<file path="config.mk">
export PLATFORM = sky130hd
export DESIGN_NAME = dmem_lsu_ctrl
export DESIGN_NICKNAME = d
export VERILOG_FILES = /design/src/rtl/dmem_lsu_ctrl.sv
export SDC_FILE = /design/constraint.sdc
export NUM_CORES = 1
export LEC_CHECK = 0
export ABC_AREA = 1
export BUFFER_PORTS_ARGS = -buffer_cell sky130_fd_sc_hd__buf_2
export CAP_MARGIN = 15
export CORE_MARGIN = 2
export CORE_UTILIZATION = 55
export CTS_CLUSTER_SIZE = 25
export DETAILED_ROUTE_END_ITERATION = 8
export PLACE_DENSITY = 0.81
export SLEW_MARGIN = 20
export SYNTH_ARGS = -nofsm -noshare
export SYNTH_HDL_FRONTEND = slang
export SYNTH_SLANG_ARGS = --single-unit
export TNS_END_PERCENT = 20
</file>
<file path="constraint.sdc">
create_clock -name clk -period 2.2 [get_ports clk]
set_input_delay 0.44 -clock clk [delete_from_list [all_inputs] [get_ports clk]]
set_output_delay 0.44 -clock clk [all_outputs]
set_load 0.02 [all_outputs]
</file>
<file path="src/rtl/dmem_lsu_ctrl.sv">
// rtl/dmem_lsu_ctrl.sv - load/store sequencer between the memory stage and word-organised data memory
// Define DMEM_MISALIGN_SPLIT_EN to split word-crossing accesses; otherwise misaligned accesses are errors.
module dmem_lsu_ctrl #(
  parameter int unsigned MEM_BYTES = 4096
) (
  input  logic        clk,
  input  logic        rst_n,
  input  logic        req_valid,
  output logic        req_ready,
  input  logic        req_we,
  input  logic [1:0]  req_size,
  input  logic        req_unsigned,
  input  logic [31:0] req_addr,
  input  logic [31:0] req_wdata,
  output logic        rsp_valid,
  input  logic        rsp_ready,
  output logic [31:0] rsp_rdata,
  output logic        rsp_err,
  output logic [31:0] mem_addr,
  output logic [31:0] mem_din,
  output logic [3:0]  mem_we,
  input  logic [31:0] mem_dout
);

  typedef enum logic [1:0] {IDLE, ACC0, ACC1, RESP} state_e;

  localparam logic [32:0] LIMIT = 33'(MEM_BYTES);

  state_e      state_q, state_d;
  logic        we_q, we_d;
  logic [1:0]  size_q, size_d;
  logic        uns_q, uns_d;
  logic [31:0] addr_q, addr_d;
  logic [31:0] wdata_q, wdata_d;
  logic        err_q, err_d;
  logic [31:0] lo_q, lo_d;
  logic [31:0] hi_q, hi_d;

  logic [1:0]  last_ofs;
  logic [32:0] end_addr;
  logic        req_err;
  logic [3:0]  size_mask;
  logic [7:0]  lanes;
  logic [63:0] din_wide;
  logic [31:0] rd_word;
  logic [31:0] rd_ext;

  // End address is computed in 33 bits so requests near 0xFFFFFFFF cannot wrap into range.
  always_comb begin
    case (req_size)
      2'b00:   last_ofs = 2'd0;
      2'b01:   last_ofs = 2'd1;
      default: last_ofs = 2'd3;
    endcase
    end_addr = {1'b0, req_addr} + {31'b0, last_ofs};
    req_err  = (req_size == 2'b11) || (end_addr >= LIMIT);
`ifndef DMEM_MISALIGN_SPLIT_EN
    req_err  = req_err || (req_size == 2'b01 && req_addr[0])
                       || (req_size == 2'b10 && req_addr[1:0] != 2'b00);
`endif
  end

  // Lanes beyond bit 3 spill into the second word of a split access.
  always_comb begin
    case (size_q)
      2'b00:   size_mask = 4'b0001;
      2'b01:   size_mask = 4'b0011;
      default: size_mask = 4'b1111;
    endcase
    lanes    = {4'b0000, size_mask} << addr_q[1:0];
    din_wide = {32'b0, wdata_q} << {addr_q[1:0], 3'b000};
    rd_word  = 32'({hi_q, lo_q} >> {addr_q[1:0], 3'b000});
    case (size_q)
      2'b00:   rd_ext = uns_q ? {24'b0, rd_word[7:0]}  : {{24{rd_word[7]}}, rd_word[7:0]};
      2'b01:   rd_ext = uns_q ? {16'b0, rd_word[15:0]} : {{16{rd_word[15]}}, rd_word[15:0]};
      default: rd_ext = rd_word;
    endcase
  end

  always_comb begin
    state_d   = state_q;
    we_d      = we_q;
    size_d    = size_q;
    uns_d     = uns_q;
    addr_d    = addr_q;
    wdata_d   = wdata_q;
    err_d     = err_q;
    lo_d      = lo_q;
    hi_d      = hi_q;
    req_ready = 1'b0;
    rsp_valid = 1'b0;
    mem_addr  = 32'b0;
    mem_din   = 32'b0;
    mem_we    = 4'b0;
    case (state_q)
      IDLE: begin
        req_ready = 1'b1;
        if (req_valid) begin
          we_d    = req_we;
          size_d  = req_size;
          uns_d   = req_unsigned;
          addr_d  = req_addr;
          wdata_d = req_wdata;
          err_d   = req_err;
          lo_d    = 32'b0;
          hi_d    = 32'b0;
          state_d = req_err ? RESP : ACC0;
        end
      end
      ACC0: begin
        mem_addr = {addr_q[31:2], 2'b00};
        mem_din  = din_wide[31:0];
        mem_we   = we_q ? lanes[3:0] : 4'b0;
        lo_d     = mem_dout;
`ifdef DMEM_MISALIGN_SPLIT_EN
        state_d  = (|lanes[7:4]) ? ACC1 : RESP;
`else
        state_d  = RESP;
`endif
      end
      ACC1: begin
        mem_addr = {addr_q[31:2], 2'b00} + 32'd4;
        mem_din  = din_wide[63:32];
        mem_we   = we_q ? lanes[7:4] : 4'b0;
        hi_d     = mem_dout;
        state_d  = RESP;
      end
      default: begin
        rsp_valid = 1'b1;
        if (rsp_ready) state_d = IDLE;
      end
    endcase
  end

  assign rsp_rdata = (state_q == RESP && !we_q && !err_q) ? rd_ext : 32'b0;
  assign rsp_err   = (state_q == RESP) && err_q;

  always_ff @(posedge clk or negedge rst_n) begin
    if (!rst_n) begin
      state_q <= IDLE;
      we_q    <= 1'b0;
      size_q  <= 2'b0;
      uns_q   <= 1'b0;
      addr_q  <= 32'b0;
      wdata_q <= 32'b0;
      err_q   <= 1'b0;
      lo_q    <= 32'b0;
      hi_q    <= 32'b0;
    end else begin
      state_q <= state_d;
      we_q    <= we_d;
      size_q  <= size_d;
      uns_q   <= uns_d;
      addr_q  <= addr_d;
      wdata_q <= wdata_d;
      err_q   <= err_d;
      lo_q    <= lo_d;
      hi_q    <= hi_d;
    end
  end

endmodule

</file>
Yosys cells after proc, flatten, opt, wreduce, memory -nomap -nowiden --
Index checks and enable logic that the tools add are counted.
Word-level totals: flip-flop bits (word level) 135, input bits 104, output and inout port bits 103, logic and storage cells 66
Operators by class: add/sub/neg operators 2, magnitude comparators 1, equality and inequality tests 8, shift operators 3, mux-type cells 20, reductions and logical operators 23
Operators by type and width (count):
- $pmux 32 s2 | 5
- $mux 32 | 4
- $shl 32x5->64 | 1
- $shr 64x5->32 | 1
- $add 32x2->33 | 1
- $ge 33x13->1 const B | 1
- $add 32x3->32 const B | 1
- $pmux 4 s2 | 2
- $eq 2x2->1 const B | 4
- $mux 4 | 2
- $pmux 2 s2 | 2
- $reduce_and 2->1 | 4
- $shl 4x2->8 | 1
- $eq 2x1->1 const B | 3
- $logic_not 2->1 | 3
- $mux 2 | 3
- $reduce_bool 2->1 | 3
- $logic_and 1x1->1 | 5
- $logic_or 1x1->1 | 3
- $reduce_bool 3->1 | 1
- $reduce_or 3->1 | 1
- $logic_not 1->1 | 2
- $mux 1 | 2
- $ne 2x2->1 const B | 1
- $reduce_or 2->1 | 1

Depth between registers and ports, before layout --
depth after elaboration 10, gate-level depth with buffers 19, gate-level depth less buffers 19

Worst setup path after synthesis --
Ideal clock, no wire load.
path kind register to output, from register state_q[1], to output mem_we[3], data arrival time 2.115 ns, data required time 1.760 ns, slack -0.355 ns, stages on the path, launching flop included 6, path buffers 1, path through dfrtp_1 -> inv_1 -> ha_1 -> clkbuf_1 -> nand2_1 -> a2111oi_0
On the way: cells in the longest elaborated chain, start to end 2, elaborated cells between the ends (all ways) 3, classes of those cells 2 x eq/ne; 1 x mux
RTL lines:
- from (decl) | line 29 | state_e state_q, state_d;
- from (signal assigned) | line 150 | state_q <= state_d;
- $eq 2x2->1 or $eq 2x1->1 (tied branches) | line 95 | case (state_q)
- $pmux 4 s2 (*) | line 95
- to (decl) | line 21 | output logic [3:0] mem_we,
Every way passes the cells marked *; elsewhere a longest branch is shown, timed or not.

Worst setup path in the final report --
from register addr_q[2], to output mem_addr[23]
On the way: cells in the longest elaborated chain, start to end 2
RTL lines:
- from (decl) | line 33 | logic [31:0] addr_q, addr_d;
- from (signal assigned) | line 154 | addr_q <= addr_d;
- $add 32x3->32 | line 122 | mem_addr = {addr_q[31:2], 2'b00} + 32'd4;
- $pmux 32 s2 | line 95
- to (decl) | line 19 | output logic [31:0] mem_addr,
No other way between the ends.

==> summary.md <==
| Metric | Value |
|---|---|
| Status | complete, but fails checks |
| Failing checks | setup timing |
| Top cells by area, synth | dfrtp_1 35%, nand2_1 17%, o21ai_0 10%, nand3_1 5.8%, inv_1 5.8% |
| Synth cell types | 50 |
| Xor/xnor share of the synthesized area | 0.5813% |
| # clock sinks | 127 |
| Hold depth | 3 |
| Slew @ Worst Pin | 0.5159 ns |
| I/O pin cnt | 207 |
| Final period util | 130.9% |
| Final instance area | 0.01323 mm^2 |
| Routed wire length | 39770 um |
| Synth warn | 0 |
| First-pass GRT wire length | 56380 um |
| Worst VDD drop | 1.033 mV |
| Multi-input gate area | 0.005663 mm^2 |
| FF+latch area | 0.003184 mm^2 |
| Max Clock Freq | 347.3 MHz |
| DR vias | 12190 |
| Final min period | 2.879 ns |
| Final Hold Viols | 0 |
| Longest Clk Path Bufs | 2 |
| Largest net degree at the start of global routing | 71 |
| Final worst setup slack | -0.6791 ns |
| M1 wire length | 13780 um |
| Area growth syn-to-layout | 46.38% |
| Number of global-route vias before repair | 10920 |
| Compound-Gate Fraction of Synth Area | 19.86% |
| Top cell type's share of synthesized area | 35.16% |
| CP Capture Type | primary output |
| Final setup vio count | 98 |
| Critical path class | register to primary output |
| Sw frac | 50.44% |
| Clock Power Share | 14.2% |
| Most common cell after layout, fill and taps aside | nand2_1 |
| Layout cells sized above 1 | 33.74% |
| DRT Pass-1 Iters | 8 |
| Total congestion overflow | 0 |
| Post-Place Cell Area | 0.01123 mm^2 |
| FF-to-FF path depth | 9 |
| CTS tree | yes |
| Reg2reg start | state_q[0]$_DFFE_PN0P_ |
| DRT antenna net count | 0 |
| CORE AREA | 0.01600 mm^2 |
| Critical-path top delay cell | dfrtp_1 |
| Routability cong. | 1.006 |
| Register bit total from synthesis | 127 |
| Number of synthesized flops with an enable pin | 0 |
| Htree depth | 4 |
| Internal Power | 9.440 mW |
| Worst hold slack | 0.2073 ns |
| CP Cell Sequence | buf_4 > nand3_4 > inv_2 > nand2_2 > nor2_4 > nand3_4 > nor2_4 > nand2_4 > nor3_4 > or2_2 > nand3_1 > o21ai_2 > buf_6 |
| Hold Path End | wdata_q[9]$_DFFE_PN0P_ |
| Critical path arrival | 2.44 ns |
| Combinational fraction of design power | 65.1% |
| Mapped Area | 0.009040 mm^2 |
| Simple-gate area share of the yosys netlist | 33.31% |
| Clock latency on the worst-skew pair | 0.44 ns |
| Antenna diodes | 0 |
| Drt wl/cell | 20.61 um |
| Reg power frac | 20.7% |
| Detail Placement HPWL | 23060 um |
| Finished Core Util | 82.70% |
| Max transition margin | 65.61% |
| Share of synthesized registers carrying an async set or reset | 100.0% |
| R2R Path End | hi_q[1]$_DFFE_PN0P_ |
| Post-synth top area cell | dfrtp_1 |
| Die H | 132.2 um |
| Vias per std cell | 6.317 |
| Initial core utilization | 56.50% |
| Row count | 46 |
| Initial antenna violation count | 0 |
| Hold Crit Start | req_wdata[9] |
| Num CTS Buffers | 17 |
| R2R Setup Slk | 0.11 ns |
| DR DRC count | 0 |
| Synth Flop Type | dfrtp_1 |
| Final Slew Violations | 0 |
| Root Buffer | clkbuf_16 |
| Post-synthesis mux area share | 0% |
| PD cells | 1440 mW/mm^2 |
| Mapped Cells | 1387 |
| Maximum fanout along the worst path | 4 |
| Post-synthesis adder-cell area fraction | 1.329% |
| Seq/Total Area, Yosys | 35.16% |
| Crit-path max cell delay | 0.36 ns |
| Commonest non-fill, non-tap cells in the layout | 409 x nand2_1, 181 x buf_4, 126 x inv_1, 126 x o21ai_0, 124 x buf_2 |
| Die width | 132.2 um |
| Sw Pwr | 9.609 mW |
| Max-Cap Viols | 0 |
| Worst Setup Start Kind | register |
| Avg Inst Size Synth | 6.518 um^2 |
| Total chip power | 19.05 mW |
| DR WL met3 | 4698 um |
| WP data required | 1.76 ns |
| PortBufs | 204 |
| RSZ-0062 raised after global routing | true |
| Nets | 1814 |
| Met2 Routed Length | 18190 um |
| Gr usage total | 40.54% |
| Filler cells | 924 |
| Area of the die | 0.01748 mm^2 |
| Drt initial violations | 1861 |
| Worst hold-check path type | input port to register |
| Clock-pin slew on the worst setup and hold paths | 0.06 ns |
| Clock skew | 0.007364 ns |
| Largest family of logic cells by synthesized area | simple AND/OR/NAND/NOR gates |
| Highest metal used | met4 |
| Leak Pwr | 6.220 nW |
==> synthesized netlist by cell type, types with 8 or more instances <==
cell / count
nor3_1: 14
ha_1: 8
a221oi_1: 8
nand2_1: 421
nand2_2: 8
clkbuf_1: 54
buf_1: 12
inv_1: 139
o211ai_1: 15
a31oi_1: 25
nand4_1: 16
dfrtp_1: 127
nor2_2: 8
nand3_1: 105
buf_2: 12
nor2_1: 91
a21oi_1: 67
o21ai_0: 184
==> flip-flops by register name, indices dropped and copies added, names as in the netlist <==
register	count
uns_q	1
hi_q	24
we_q	1
lo_q	32
addr_q	32
wdata_q	32
size_q	2
state_q	2
err_q	1
==> area by class of cell <==
| class | count | share of cell area (%) |
|---|---|---|
| clock buffers | 18 | 3.319 |
| clock inverters | 13 | 0.8794 |
| inverters | 146 | 4.340 |
| multi-input cells | 1034 | 42.79 |
| flip-flops and latches | 127 | 24.06 |
| well taps | 216 | 2.042 |
| repair buffers | 375 | 22.56 |
==> worst max path at each step <==
stage | from | to | cells after the start
after CTS | addr_q[3]$_DFFE_PN0P_ | mem_addr[24] | 13
after global routing | addr_q[2]$_DFFE_PN0P_ | mem_addr[23] | 13
after detailed placement | req_size[0] | state_q[1]$_DFFE_PN0P_ | 19
after floorplan | addr_q[0]$_DFFE_PN0P_ | rsp_rdata[29] | 8
after global placement | req_size[0] | state_q[1]$_DFFE_PN0P_ | 19
final | addr_q[2]$_DFFE_PN0P_ | mem_addr[23] | 13
==> power groups by stage <==
stage | logic, mW | registers (mW) | clock network [mW]
floorplan | 5.41 | 3.76 | 0
global placement | 8.88 | 3.80 | 0
detailed placement | 9.03 | 3.81 | 0
CTS | 10.9 | 3.79 | 2.67
global route | 13.0 | 3.99 | 2.78
finish | 12.4 | 3.94 | 2.71
==> repair_timing <==
| item | CTS | global route |
|---|---|---|
| hold buffers | 1 | 0 |
| setup endpoints to repair | 98 | 100 |
| setup buffers | 24 | 11 |
| pin swaps | 24 | 26 |
| resized for setup | 238 | 111 |
| hold endpoints to repair | 31 | 0 |
| cloned | 4 | 0 |
==> stage by stage <==
stage          std cells  setup WS [ns]  TNS [ns]
3_5_place_dp        1860        -0.3951    -3.540
4_1_cts             1919        -0.6188    -37.68
2_1_floorplan       1388       -0.06940   -0.2369
5_1_grt             1929        -0.7883    -50.46
3_3_place_gp        1860        -0.3808    -2.485
6_report            1929        -0.6791    -46.59
==> cell families (layout without fill, tap and decap cells) <==
group / Yosys count / count (layout)
and+or+nand+nor: 693 / 693
adders and majority gates: 9 / 9
buffers and inverters: 227 / 552
DFF: 127 / 127
other: 1 / 2
AOI/OAI and AO/OA: 324 / 324
xor gates and xnor gates: 6 / 6
==> per-layer routing <==
| layer | global-route usage, % | vias to the layer above |
|---|---|---|
| met5 | 0 | - |
| met4 | 20.73 | 0 |
| met3 | 8.843 | 337 |
| met2 | 67.42 | 1122 |
| met1 | 49.74 | 5524 |
| li1 | - | 5203 |
==> critical path: cells and delay by family (launching register included) <==
| family | cells | cell delay, ns |
|---|---|---|
| AO/OA/AOI/OAI | 1 | 0.21 |
| AND/OR/NAND/NOR | 9 | 1.08 |
| buffers and inverters | 3 | 0.37 |
| flip-flops | 1 | 0.36 |
Note: power is estimated with default switching activity, not from simulation.
